--- src/rtl/b06_trace_pkg.sv ---
// Shared types and helpers for the b06 output trace monitor.
package b06_trace_pkg;

    // Width of one sampled b06 output vector.
    localparam int SNAP_W = 6;

    // One sample of the four b06 outputs, MSB first as it appears in an event.
    typedef struct packed {
        logic [1:0] cc_mux;
        logic [1:0] uscite;
        logic       enable_count;
        logic       ackout;
    } snapshot_t;

    // Monitor state: IDLE until the first sampled cycle, RUN forever after.
    typedef enum logic {
        IDLE = 1'b0,
        RUN  = 1'b1
    } mon_state_t;

    // Pack the raw b06 outputs into the snapshot field of an event.
    function automatic snapshot_t make_snap(
        input logic [1:0] cc_mux,
        input logic [1:0] uscite,
        input logic       enable_count,
        input logic       ackout
    );
        snapshot_t s;
        s.cc_mux       = cc_mux;
        s.uscite       = uscite;
        s.enable_count = enable_count;
        s.ackout       = ackout;
        return s;
    endfunction

endpackage

--- src/rtl/b06_trace_monitor_fifo.sv ---
// Synchronous first-word-fall-through FIFO holding trace events.
// Extra-bit pointers distinguish full from empty; a push into a full FIFO
// is accepted only when a pop frees a slot in the same cycle.
module trace_fifo #(
    parameter int DEPTH = 16,
    parameter int WIDTH = 8
) (
    input  logic                     clock,
    input  logic                     reset,
    input  logic                     push,
    input  logic [WIDTH-1:0]         push_data,
    input  logic                     pop,
    output logic [WIDTH-1:0]         pop_data,
    output logic                     full,
    output logic                     empty,
    output logic [$clog2(DEPTH):0]   level
);

    localparam int AW = $clog2(DEPTH);

    logic [WIDTH-1:0] mem [DEPTH];
    logic [AW:0]      wr_ptr;
    logic [AW:0]      rd_ptr;
    logic             do_push;
    logic             do_pop;

    // Occupancy flags derived from the registered pointers.
    always_comb begin
        empty   = (wr_ptr == rd_ptr);
        full    = (wr_ptr[AW] != rd_ptr[AW]) && (wr_ptr[AW-1:0] == rd_ptr[AW-1:0]);
        level   = wr_ptr - rd_ptr;
        do_pop  = pop && !empty;
        do_push = push && (!full || pop);
    end

    // Pointer update on accepted push and pop.
    // NOTE: sequential state uses non-blocking assignments so every flop samples pre-edge values.
    always_ff @(posedge clock or negedge reset) begin
        if (!reset) begin
            wr_ptr <= '0;
            rd_ptr <= '0;
        end else begin
            if (do_push) wr_ptr <= wr_ptr + 1'b1;
            if (do_pop)  rd_ptr <= rd_ptr + 1'b1;
        end
    end

    // Storage write; contents clear on reset so the head reads zero when empty.
    // NOTE: this memory is reset on purpose (small, and reset must wipe in-flight entries);
    // large RAMs normally stay unreset so they can map to memory macros.
    always_ff @(posedge clock or negedge reset) begin
        if (!reset) begin
            for (int i = 0; i < DEPTH; i++) mem[i] <= '0;
        end else if (do_push) begin
            mem[wr_ptr[AW-1:0]] <= push_data;
        end
    end

    // Fall-through read at the registered read pointer.
    assign pop_data = mem[rd_ptr[AW-1:0]];

endmodule

--- src/rtl/b06_trace_monitor.sv ---
// Output trace monitor for the b06 core under concolic replay.
// Samples the four b06 outputs when sample_en is high, logs a timestamped
// event on every change (plus the first sample and every timestamp wrap),
// and queues events in a FIFO drained through a valid/ready port.
module b06_trace_monitor
    import b06_trace_pkg::*;
#(
    parameter int DEPTH = 16,
    parameter int TS_W  = 16
) (
    input  logic                     clock,
    input  logic                     reset,
    input  logic                     sample_en,
    input  logic [1:0]               cc_mux,
    input  logic [1:0]               uscite,
    input  logic                     enable_count,
    input  logic                     ackout,
    output logic                     ev_valid,
    output logic [TS_W+SNAP_W:0]     ev_data,
    input  logic                     ev_ready,
    input  logic                     clr,
    output logic                     overflow,
    output logic [7:0]               drop_count,
    output logic [$clog2(DEPTH):0]   level
);

    localparam int EV_W = TS_W + SNAP_W + 1;

    mon_state_t      state_q;
    logic [TS_W-1:0] ts_q;
    snapshot_t       prev_q;
    snapshot_t       snap;

    logic            ev_push;
    logic            ev_wrap;
    logic [EV_W-1:0] ev_word;
    logic            fifo_full;
    logic            fifo_empty;
    logic            ev_pop;
    logic            drop;

    // Event detection: first sample in IDLE, then change or timestamp wrap in RUN.
    // NOTE: every always_comb output gets a default first, so no path can infer a latch.
    always_comb begin
        snap    = make_snap(cc_mux, uscite, enable_count, ackout);
        ev_push = 1'b0;
        ev_wrap = 1'b0;
        if (sample_en) begin
            if (state_q == IDLE) begin
                ev_push = 1'b1;
            end else begin
                ev_wrap = (ts_q == '0);
                ev_push = (snap != prev_q) || ev_wrap;
            end
        end
        ev_word  = {ev_wrap, ts_q, snap};
        ev_valid = !fifo_empty;
        ev_pop   = ev_valid && ev_ready;
        drop     = ev_push && fifo_full && !ev_pop;
    end

    // Monitor state, timestamp and previous sample advance only on sampled cycles.
    always_ff @(posedge clock or negedge reset) begin
        if (!reset) begin
            state_q <= IDLE;
            ts_q    <= '0;
            prev_q  <= '0;
        end else if (sample_en) begin
            state_q <= RUN;
            ts_q    <= ts_q + 1'b1;
            prev_q  <= snap;
        end
    end

    // Drop accounting; a drop in the same cycle as clr takes priority.
    always_ff @(posedge clock or negedge reset) begin
        if (!reset) begin
            overflow   <= 1'b0;
            drop_count <= '0;
        end else if (drop) begin
            overflow   <= 1'b1;
            if (clr)                      drop_count <= 8'd1;
            else if (drop_count != 8'hFF) drop_count <= drop_count + 8'd1;
        end else if (clr) begin
            overflow   <= 1'b0;
            drop_count <= '0;
        end
    end

    trace_fifo #(
        .DEPTH (DEPTH),
        .WIDTH (EV_W)
    ) u_fifo (
        .clock     (clock),
        .reset     (reset),
        .push      (ev_push),
        .push_data (ev_word),
        .pop       (ev_pop),
        .pop_data  (ev_data),
        .full      (fifo_full),
        .empty     (fifo_empty),
        .level     (level)
    );

endmodule

--- config.mk ---
export PLATFORM = sky130hd
export DESIGN_NAME = b06_trace_monitor
export DESIGN_NICKNAME = d
export VERILOG_FILES = /design/src/rtl/b06_trace_pkg.sv /design/src/rtl/b06_trace_monitor_fifo.sv /design/src/rtl/b06_trace_monitor.sv
export SDC_FILE = /design/constraint.sdc
export NUM_CORES = 1
export LEC_CHECK = 0
export BUFFER_PORTS_ARGS = -buffer_cell sky130_fd_sc_hd__buf_2
export CAP_MARGIN = 20
export CORE_ASPECT_RATIO = 1.5
export CORE_MARGIN = 2
export CORE_UTILIZATION = 45
export DETAILED_ROUTE_END_ITERATION = 7
export REMOVE_ABC_BUFFERS = 1
export SYNTH_ARGS = -nofsm -noshare
export SYNTH_HDL_FRONTEND = slang
export SYNTH_SLANG_ARGS = --single-unit
--- constraint.sdc ---
create_clock -name clock -period 4.6 [get_ports clock]
set_input_delay 0.46 -clock clock [delete_from_list [all_inputs] [get_ports clock]]
set_output_delay 0.46 -clock clock [all_outputs]
set_load 0.01 [all_outputs]
==> results of run 1 <==
## critical path: cells and delay by family (launching register included)
family	cells	cell delay, ns
multiplexers	2	1.13
buffers and inverters	2	0.74
flip-flops	1	0.82
## final timing paths
check	cells after the start	end
worst max-delay path	4	ev_data[17]
worst min-delay path	1	u_fifo.mem[290]$_DFFE_PN0P_
worst max register to register	7	u_fifo.mem[167]$_DFFE_PN0P_
worst min register to register	1	u_fifo.mem[47]$_DFFE_PN0P_
max in group asynchronous	2	u_fifo.mem[253]$_DFFE_PN0P_
min in group clock	2	drop_count[1]$_DFFE_PN0P_
## cell families after synthesis
group,Yosys count
AO/OA/AOI/OAI,16
XOR/XNOR,33
adder cells (fa/ha/maj),13
buffers and inverters,127
flip-flops,410
multiplexers,493
AND/OR/NAND/NOR,112
## layout by cell type, fill, tap and decap left out, types with 9 or more instances in the layout
| cell type | n |
|---|---|
| dfrtp_1 | 407 |
| mux2_2 | 367 |
| mux4_2 | 115 |
| buf_2 | 47 |
| clkbuf_16 | 45 |
| buf_4 | 35 |
| xnor2_1 | 24 |
| nand3_1 | 24 |
| nand2_1 | 13 |
| nor3_4 | 13 |
| nor2_1 | 13 |
| inv_1 | 12 |
| nand4_1 | 12 |
| ha_1 | 12 |
| mux2_1 | 11 |
| xor2_1 | 9 |
## cells in the mapped netlist, types with 2 or more instances
library cell    n
dfrtp_1       410
mux2_2        367
mux4_2        115
clkbuf_1       63
buf_2          36
nand3_1        24
xnor2_1        24
buf_1          14
nand2_1        13
nor2_1         13
nor3_2         13
ha_1           12
inv_1          12
nand4_1        12
mux2_1         11
xor2_1          9
nor3_1          8
a21oi_1         5
nor2b_1         5
and3_1          4
and4_1          3
o21ai_0         3
or4_1           3
a21o_1          2
nor3b_1         2
nor4_1          2
o31ai_1         2
or3_1           2
## power by group through the flow
stage | clock (mW) | sequential, mW | combinational (mW)
6_report | 3.69 | 5.27 | 3.98
3_5_place_dp | 0 | 5.34 | 4.05
5_1_grt | 3.93 | 5.41 | 4.30
2_1_floorplan | 0 | 5.28 | 2.81
4_1_cts | 3.78 | 5.28 | 4.07
3_3_place_gp | 0 | 5.30 | 4.01
## final cells by class
cell class                 count  area share, %
clock buffer                  61           5.95
clock inverter                17           1.15
inverter                      13          0.229
multi-input combinational    667           38.5
sequential                   410           48.2
tap                          558           3.28
timing repair buffer          86           2.69
## state kept, by name (all words and copies together), names as in the netlist
| register | flops |
|---|---|
| u_fifo.mem | 368 |
| u_fifo.wr_ptr | 5 |
| prev_q | 6 |
| u_fifo.rd_ptr | 5 |
| overflow | 1 |
| ts_q | 16 |
| state_q | 1 |
| drop_count | 8 |
## layer usage
layer	wire length, microns	track usage [%]	share of wire (%)	up-vias
met5	0	0	0	-
met4	911	5.59	2.1	0
met3	1550	2.34	3.6	50
met2	21800	34.8	50	179
met1	19000	28.9	44	5608
li1	-	-	-	4463
==> flow_metrics.env, run 1 <==
export IMPL_startpoint="u_fifo.rd_ptr[0]$_DFFE_PN0P_"
export IMPL_syn_inst=1204
export IMPL_syn_area_sq_um=18900
export IMPL_grt_max_degree=111
export IMPL_drc=0
export IMPL_ir_drop_uv=334
export IMPL_power_density_nw_per_um2=608
export IMPL_track_usage_pct=20.7
export IMPL_via_per_inst=5.68
export IMPL_syn_area_per_cell_sq_um=15.7
export IMPL_setup_viol=0
export IMPL_post_place_ws_ns=1.28
export IMPL_fp_row_count=91
export IMPL_skew_ns=0.0171
export IMPL_final_util_pct=51.6
export IMPL_failed_checks="negative hold slack"
export IMPL_clockPowerShare_pct=28.5
export IMPL_cts_buffers=42
export IMPL_grt_pass1_vias=11068
export IMPL_dr_pass1_iters=4
export IMPL_status="finished, violations left"
export IMPL_synth_area_leaders="dfrtp_1 (54%), mux2_2 (22%), mux4_2 (14%), clkbuf_1 (1.3%), xnor2_1 (1.1%)"
export IMPL_critPathMostFrequentCell="mux4_2"
export IMPL_cp_start_kind="register"
export IMPL_yosysTopAreaCell="dfrtp_1"
export IMPL_synth_edff_count=0
export IMPL_path_cells="buf_12 -> mux4_2 -> mux4_2 -> buf_2"
export IMPL_post_dp_cell_area_sq_um=19800
export IMPL_antenna_found_initial=0
export IMPL_place_gp_congestion=0.731
export IMPL_switchingPower_mw=3.94
export IMPL_drtIter0Drc=621
export IMPL_antennaDiodeCount=0
export IMPL_synth_flop_cell="dfrtp_1"
export IMPL_yosys_area_share_simple_pct=3.57
export IMPL_syn2layout_area_growth_pct=12.9
export IMPL_timing_final_crit_share_pct=80.9
export IMPL_ios=49
export IMPL_p_leak_nw=9.59
export IMPL_power_frac_seq_pct=40.7
export IMPL_max_stage_delay_ns=0.82
export IMPL_root_buffer="clkbuf_16"
export IMPL_critPathKind="register to output pin"
export IMPL_initial_core_util_pct=45.8
export IMPL_p_sw_share_pct=30.4
export IMPL_synth_xor_xnor_area_share_pct=1.53
export IMPL_p_int_mw=9.00
export IMPL_nNetsFinal=1244
export IMPL_cts_tree="done"
export IMPL_synthArstFlopShare_pct=100
export IMPL_slowest_stage="dfrtp_4"
export IMPL_ys_ff_latch=410
export IMPL_place_inst=1733
export IMPL_worstPathArrival_ns=3.26
export IMPL_synth_top_family_by_area="multiplexers"
export IMPL_cts_num_sinks=410
export IMPL_postCtsResizedCells=0
export IMPL_rsz0062_at_grt="no"
export IMPL_path_max_fanout=69
export IMPL_synth_compound_area_share_pct=0.537
export IMPL_hpwl_microns=24700
export IMPL_clk_insertion_delay_late_ns=0.54
export IMPL_cts_clk_slew_worst_paths_ns=0.06
export IMPL_synthMuxAreaShare_pct=36.3
export IMPL_ff2ff_setup_slack_ns=1.32
export IMPL_wl_microns=43200
export IMPL_worst_pin_slew_ns=0.893
export IMPL_synth_top_area_share_pct=54.4
export IMPL_synth_distinct_cells=43
export IMPL_cts_hold_buf=0
export IMPL_core_sq_um=41200
export IMPL_synth_yosys_seq_area_share_pct=54.4
export IMPL_h_tree_depth=2
export IMPL_dr_total_vias=10300
export IMPL_yosysWarnings=0
export IMPL_finalPower_mw=12.9
export IMPL_finalMaxSlewViolations=0
export IMPL_wl_per_cell_microns=23.8
export IMPL_worstReg2RegStart="u_fifo.rd_ptr[0]$_DFFE_PN0P_"
export IMPL_hold_path_class="input pin to async pin"
export IMPL_fp_dieW_microns=171
export IMPL_p_comb_share_pct=30.8
export IMPL_grt_pass1_wl_microns=67700
export IMPL_min_period_ns=3.72
export IMPL_seq_area_sq_um=10300
export IMPL_setup_ws_ns=0.880
export IMPL_die_area_sq_um=43600
export IMPL_grt_overflow_total=0
export IMPL_design_area_sq_um=21300
export IMPL_multi_input_area_sq_um=8190
export IMPL_tns_ns=0
export IMPL_synthAdderAreaFrac_pct=0.902
export IMPL_cts_path_max_buffers=3
export IMPL_cts_setup_buffers=0
export IMPL_critical_path_endpoint_type="output pin"
export IMPL_relSlewSlack_pct=40.4
export IMPL_maxCapViolations=0
export IMPL_drtAntennaViolNets=0
export IMPL_fill_cells=3483
export IMPL_crit_required_ns=4.14
export IMPL_final_hold_viol_count=4
export IMPL_fin_hold_ws_ns=-0.0169
export IMPL_die_h_microns=255
export IMPL_final_cells=1812
export IMPL_fmax_mhz=269
export IMPL_drive_gt1_share_pct=52.8
export IMPL_port_buffers=48
(Power assumes the default switching activity.)
==> run 2, diff against run 1 <==
--- a/config.mk
+++ b/config.mk
@@ -5,6 +5,7 @@
 export SDC_FILE = /design/constraint.sdc
 export NUM_CORES = 1
 export LEC_CHECK = 0
+export ABC_AREA = 1
 export BUFFER_PORTS_ARGS = -buffer_cell sky130_fd_sc_hd__buf_2
 export CAP_MARGIN = 20
 export CORE_ASPECT_RATIO = 1.5
==> constraint.sdc (replaced) <==
create_clock -name clock -period 3.52 [get_ports clock]
set_input_delay 0.352 -clock clock [delete_from_list [all_inputs] [get_ports clock]]
set_output_delay 0.352 -clock clock [all_outputs]
set_load 0.01 [all_outputs]
==> run 2 against run 1 <==
  * The run now ends clean
  * Core utilization is 1.2 points lower
  * Routed wire length is 20% higher
  * Sequential cell count stayed put
  * Largest cell class unchanged
  * Critical path type unchanged
  * Cell area is 0.62% lower
  * Critical endpoint is now ev_data[4]
  * Register-to-register slack worse by 0.67 ns
  * Critical path depth is 3 higher
  * Largest power group is now combinational logic
  * First-iteration DRC count is 110% higher
  * Combinational power is 92% higher
  * Setup slack worse by 0.43 ns
==> flow_metrics.env, run 2 <==
export IMPL_clk_insertion_delay_late_ns=0.55
export IMPL_finalMaxSlewViolations=0
export IMPL_design_area_sq_um=21200
export IMPL_antenna_found_initial=0
export IMPL_met2_usage_pct=40.7
export IMPL_dr_total_vias=15389
export IMPL_fin_hold_ws_ns=0.0585
export IMPL_cts_tree="done"
export IMPL_postCtsResizedCells=0
export IMPL_wl_per_cell_microns=18.9
export IMPL_clockPowerShare_pct=22.9
export IMPL_wl_microns=51900
export IMPL_synth_top_area_share_pct=53.7
export IMPL_ios=49
export IMPL_die_h_microns=256
export IMPL_crit_buf_inv=3
export IMPL_worstPathArrival_ns=2.71
export IMPL_drtIter0Drc=1327
export IMPL_initial_core_util_pct=45.6
export IMPL_fmax_mhz=326
export IMPL_reg_largest_list="u_fifo.mem x368, ts_q x16, drop_count x8"
export IMPL_antennaDiodeCount=0
export IMPL_drive_gt1_share_pct=10.3
export IMPL_fill_cells=4002
export IMPL_synth_area_leaders="dfrtp_1 (54%), o21ai_0 (14%), nand2_1 (9.9%), nor2_1 (4.5%), nand3_1 (1.9%)"
export IMPL_layout_commonest_cell="o21ai_0"
export IMPL_syn2layout_area_growth_pct=10.8
export IMPL_fp_dieW_microns=172
export IMPL_via_per_inst=5.60
export IMPL_p_sw_share_pct=40.0
export IMPL_crit_required_ns=3.17
export IMPL_use_met1_pct=32.7
export IMPL_largest_register_ffs=368
export IMPL_critPathMostFrequentCell="nand3_1"
export IMPL_track_usage_pct=24.4
export IMPL_largest_register="u_fifo.mem"
export IMPL_switchingPower_mw=7.73
export IMPL_path_cells="inv_2 -> buf_4 -> o21ai_0 -> o221ai_1 -> nand3_1 -> nand3_1 -> buf_2"
export IMPL_skew_ns=0.0164
export IMPL_post_dp_cell_area_sq_um=19800
export IMPL_nNetsFinal=2184
export IMPL_synth_most_common_cell="o21ai_0"
export IMPL_ff2ff_setup_slack_ns=0.65
export IMPL_root_buffer="clkbuf_16"
export IMPL_path_max_fanout=40
export IMPL_tns_ns=0
export IMPL_ir_drop_uv=600
export IMPL_grt_use_met3_pct=3.01
export IMPL_worst_pin_slew_ns=0.977
export IMPL_grt_pass1_vias=15099
export IMPL_cts_buffers=41
export IMPL_cts_setup_buffers=0
export IMPL_yosysWarnings=0
export IMPL_synth_flop_cell="dfrtp_1"
export IMPL_cts_path_max_buffers=3
export IMPL_synth_edff_count=0
export IMPL_dr_pass1_iters=6
export IMPL_die_area_sq_um=44100
export IMPL_final_hold_viol_count=0
export IMPL_h_tree_depth=2
export IMPL_p_leak_nw=9.68
export IMPL_synth_yosys_seq_area_share_pct=53.7
export IMPL_grt_pass1_wl_microns=84600
export IMPL_hold_path_class="input pin to register"
export IMPL_min_period_ns=3.07
export IMPL_grt_busiest_layer="met2"
export IMPL_yosysTopAreaCell="dfrtp_1"
export IMPL_cts_clk_slew_worst_paths_ns=0.06
export IMPL_grt_max_degree=115
export IMPL_synth_common_cells="o21ai_0 (526), nand2_1 (503), dfrtp_1 (410), nor2_1 (228), clkbuf_1 (83)"
export IMPL_ys_ff_latch=410
export IMPL_drtAntennaViolNets=0
export IMPL_fp_row_count=92
export IMPL_critical_path_top_delay_family="buffers and inverters"
export IMPL_maxCapViolations=0
export IMPL_setup_viol=0
export IMPL_syn_inst=2193
export IMPL_critPathKind="register to output pin"
export IMPL_place_gp_congestion=0.818
export IMPL_grt_overflow_total=0
export IMPL_power_frac_seq_pct=37.7
export IMPL_synthArstFlopShare_pct=100
export IMPL_rsz0062_at_grt="no"
export IMPL_slowest_stage="buf_4"
export IMPL_relSlewSlack_pct=34.9
export IMPL_layout_common_cells="o21ai_0 (526), nand2_1 (503), dfrtp_1 (408)"
export IMPL_p_int_mw=11.6
export IMPL_port_buffers=48
export IMPL_timing_final_crit_share_pct=87.1
export IMPL_syn_area_sq_um=19100
export IMPL_core_sq_um=41900
export IMPL_cts_num_sinks=410
export IMPL_p_comb_share_pct=39.4
export IMPL_hpwl_microns=30900
export IMPL_drc=0
export IMPL_cp_start_kind="register"
export IMPL_power_density_nw_per_um2=914
export IMPL_status="complete, no violations"
export IMPL_syn_area_per_cell_sq_um=8.71
export IMPL_critical_path_endpoint_type="output pin"
export IMPL_max_stage_delay_ns=0.52
export IMPL_synth_distinct_cells=41
run 2: final cells by class:
| class | instances | area, sq um | share of cell area (%) |
|---|---|---|---|
| Inverter | 69 | 262 | 1.24 |
| Sequential cell | 410 | 10300 | 48.5 |
| Multi-Input combinational cell | 1545 | 7700 | 36.4 |
| Tap cell | 564 | 706 | 3.34 |
| Clock buffer | 61 | 1210 | 5.74 |
| Timing Repair Buffer | 93 | 891 | 4.21 |
| Clock inverter | 8 | 119 | 0.562 |
run 2: what timing repair did:
item                       4_1_cts  5_1_grt
hold endpoints to repair        85        0
hold buffers                     1        0
setup endpoints to repair        0        0
run 2: per-stage QoR:
step | std cells | total power [mW] | worst slack, ns | util, %
after floorplan | 2024 | 12.1 | -3.55 | -
after detailed placement | 2680 | 15.0 | 0.646 | 47.3
final | 2750 | 19.3 | 0.454 | 50.5
after global placement | 2680 | 14.8 | 0.685 | 47.3
after CTS | 2750 | 19.4 | 0.471 | 50.5
after global routing | 2750 | 20.8 | 0.343 | 50.5
run 2: worst paths after layout:
| path | from | to | cells after the start |
|---|---|---|---|
| worst min register to register | u_fifo.mem[307]$_DFFE_PN0P_ | u_fifo.mem[307]$_DFFE_PN0P_ | 2 |
| worst max-delay path | u_fifo.rd_ptr[1]$_DFFE_PN0P_ | ev_data[4] | 7 |
| worst min-delay path | cc_mux[0] | prev_q[4]$_DFFE_PN0P_ | 3 |
| max in group asynchronous | reset | u_fifo.mem[350]$_DFFE_PN0P_ | 3 |
| worst max register to register | ts_q[10]$_DFFE_PN0P_ | u_fifo.mem[186]$_DFFE_PN0P_ | 8 |
| min in group asynchronous | reset | prev_q[0]$_DFFE_PN0P_ | 2 |
run 2: kinds of logic (layout without fill, tap and decap cells):
kind of cell | after synthesis | count (layout) | synth area share [%]
fa+ha+maj | 13 | 13 | 0.891
flops | 410 | 410 | 53.7
simple gates | 851 | 851 | 19.4
compound gates | 659 | 659 | 18.9
buf+inv | 238 | 231 | 5.96
xor+xnor | 22 | 22 | 1.05
run 2: worst reg2reg max path, cell delays in order (launching register included):
cell	delay, ns
dfrtp_1	0.41
inv_2	0.31
nand3_1	0.11
nor2_1	0.21
nand2_1	0.15
nand3_2	0.31
buf_12	0.24
nand4_4	0.57
o21ai_0	0.43
run 2: routing by layer:
metal,vias up,share of wire [%]
met1,7588,43
met3,101,4.5
li1,7303,-
met4,0,3.3
met2,397,49
met5,-,0
run 2: power groups by stage:
stage	registers [mW]	logic (mW)	clock network (mW)
after floorplan	7.36	4.77	0
after global placement	7.28	7.51	0
after detailed placement	7.33	7.63	0
after CTS	7.27	7.66	4.51
after global routing	7.50	8.60	4.68
final	7.29	7.63	4.43
==> run 3, diff against run 2 <==
--- a/config.mk
+++ b/config.mk
@@ -11,7 +11,9 @@
 export CORE_ASPECT_RATIO = 1.5
 export CORE_MARGIN = 2
 export CORE_UTILIZATION = 45
+export CTS_CLUSTER_SIZE = 30
 export DETAILED_ROUTE_END_ITERATION = 7
+export RECOVER_POWER = 100
 export REMOVE_ABC_BUFFERS = 1
 export SYNTH_ARGS = -nofsm -noshare
 export SYNTH_HDL_FRONTEND = slang
==> run 3 against run 2 <==
  * The run now ends with max-capacitance violations, max-slew violations left
  * Setup slack worse by 0.11 ns
  * Via count down 0.12%
  * Sequential cell count unchanged
  * First-iteration DRC count up 5.4%
  * Global-route usage unchanged
  * Critical endpoint unchanged
  * Highest routed layer unchanged
==> flow_metrics.env, run 3 (synthesis results as in run 2) <==
export IMPL_slowest_stage="clkbuf_4"
export IMPL_die_h_microns=256
export IMPL_p_leak_nw=9.46
export IMPL_critPathKind="register to output pin"
export IMPL_crit_required_ns=3.17
export IMPL_grt_max_degree=115
export IMPL_path_max_fanout=71
export IMPL_timing_final_crit_share_pct=90.1
export IMPL_cts_clk_slew_worst_paths_ns=0.06
export IMPL_h_tree_depth=2
export IMPL_dr_total_vias=15370
export IMPL_rsz0062_at_grt="no"
export IMPL_crit_buf_inv=2
export IMPL_finalMaxSlewViolations=139
export IMPL_grt_overflow_total=0
export IMPL_die_area_sq_um=44100
export IMPL_core_sq_um=41900
export IMPL_syn2layout_area_growth_pct=8.69
export IMPL_fill_cells=4065
export IMPL_fp_row_count=92
export IMPL_reg_largest_list="u_fifo.mem x368, ts_q x16, drop_count x8"
export IMPL_hold_path_class="input pin to register"
export IMPL_critical_path_top_delay_family="buffers and inverters"
export IMPL_tns_ns=0
export IMPL_grt_pass1_vias=15099
export IMPL_drc=0
export IMPL_layout_common_cells="o21ai_0 (544), nand2_1 (507), dfrtp_1 (409)"
export IMPL_failed_checks="max-capacitance violations, max-slew violations"
export IMPL_power_density_nw_per_um2=922
export IMPL_drive_gt1_share_pct=7.32
export IMPL_place_gp_congestion=0.818
export IMPL_antenna_found_initial=0
export IMPL_worstPathArrival_ns=2.82
export IMPL_status="finished, violations left"
export IMPL_min_period_ns=3.17
export IMPL_design_area_sq_um=20800
export IMPL_fmax_mhz=315
export IMPL_fin_hold_ws_ns=0.0588
export IMPL_ir_drop_uv=598
export IMPL_maxCapViolations=2
export IMPL_via_per_inst=5.59
export IMPL_cts_num_sinks=410
export IMPL_critPathMostFrequentCell="nand3_1"
export IMPL_cts_tree="done"
export IMPL_ios=49
export IMPL_nNetsFinal=2184
export IMPL_port_buffers=48
export IMPL_dr_pass1_iters=6
export IMPL_drtIter0Drc=1398
export IMPL_critical_path_endpoint_type="output pin"
export IMPL_track_usage_pct=24.4
export IMPL_cts_path_max_buffers=3
export IMPL_cp_start_kind="register"
export IMPL_path_cells="clkbuf_4 -> o21ai_0 -> o221ai_1 -> nand3_1 -> nand3_1 -> clkbuf_1"
export IMPL_wl_per_cell_microns=18.9
export IMPL_antennaDiodeCount=0
export IMPL_skew_ns=0.0196
export IMPL_max_stage_delay_ns=0.74
export IMPL_largest_register="u_fifo.mem"
export IMPL_setup_viol=0
export IMPL_relSlewSlack_pct=-23.7
export IMPL_initial_core_util_pct=45.6
export IMPL_largest_register_ffs=368
export IMPL_cts_buffers=41
export IMPL_layout_commonest_cell="o21ai_0"
export IMPL_wl_microns=51900
export IMPL_final_util_pct=49.5
export IMPL_worst_pin_slew_ns=1.86
export IMPL_post_dp_cell_area_sq_um=19800
export IMPL_grt_pass1_wl_microns=84600
export IMPL_fp_dieW_microns=172
export IMPL_root_buffer="clkbuf_16"
export IMPL_final_hold_viol_count=0
export IMPL_clk_insertion_delay_late_ns=0.55
export IMPL_drtAntennaViolNets=0
export IMPL_hpwl_microns=30900
[run 3: stage by stage]
step	total power, mW	worst slack, ns	cells
3_3_place_gp	14.8	0.685	2680
2_1_floorplan	12.1	-3.55	2024
5_1_grt	20.6	0.174	2750
6_report	19.1	0.349	2750
4_1_cts	19.4	0.471	2750
3_5_place_dp	15.0	0.646	2680
[run 3: path summary, 6_finish.rpt]
kind / start / end / slack, ns / depth (start not counted)
max: u_fifo.rd_ptr[0]$_DFFE_PN0P_ / ev_data[4] / 0.35 / 6
min: cc_mux[0] / prev_q[4]$_DFFE_PN0P_ / 0.06 / 3
max reg2reg: ts_q[10]$_DFFE_PN0P_ / u_fifo.mem[101]$_DFFE_PN0P_ / 0.36 / 10
min reg2reg: u_fifo.mem[248]$_DFFE_PN0P_ / u_fifo.mem[248]$_DFFE_PN0P_ / 0.48 / 2
max in group asynchronous: reset / u_fifo.mem[181]$_DFFE_PN0P_ / 0.78 / 3
min in group asynchronous: reset / prev_q[0]$_DFFE_PN0P_ / 0.80 / 2
[run 3: timing repair]
action / in CTS / in global routing
resized for setup: 0 / 0
buffers inserted: 0 / 0
hold endpoints to repair: 85 / 0
hold buffers: 1 / 0
[run 3: area by class of cell]
class                           instances  area, sq um  area share [%]
Clock buffer                           61         1210            5.85
Clock inverter                          8          119           0.573
Inverter                               69          262            1.26
Multi-Input combinational cell       1545         7520            36.2
Sequential cell                       410        10300            49.4
Tap cell                              564          706            3.40
Timing Repair Buffer                   93          674            3.25
[run 3: worst register-to-register path, delay by kind of cell, from the launching register on]
kind,cells,cell delay [ns]
AO/OA/AOI/OAI,1,0.09
buffers and inverters,3,1.01
flip-flops,1,0.41
AND/OR/NAND/NOR,6,1.49
[run 3: per-layer routing]
metal / global-route usage, % / wire length (microns) / vias to the layer above
li1: - / - / 7296
met4: 8.31 / 1550 / 0
met3: 3.01 / 2410 / 96
met1: 32.7 / 22300 / 7564
met2: 40.7 / 25600 / 414
met5: 0 / 0 / -
[run 3: power breakdown]
| group | internal, mW | leakage, nW | switching [mW] |
|---|---|---|---|
| Clock | 2.60 | 0.656 | 1.83 |
| Sequential | 6.36 | 5.27 | 0.923 |
| Combinational | 2.51 | 3.53 | 4.92 |
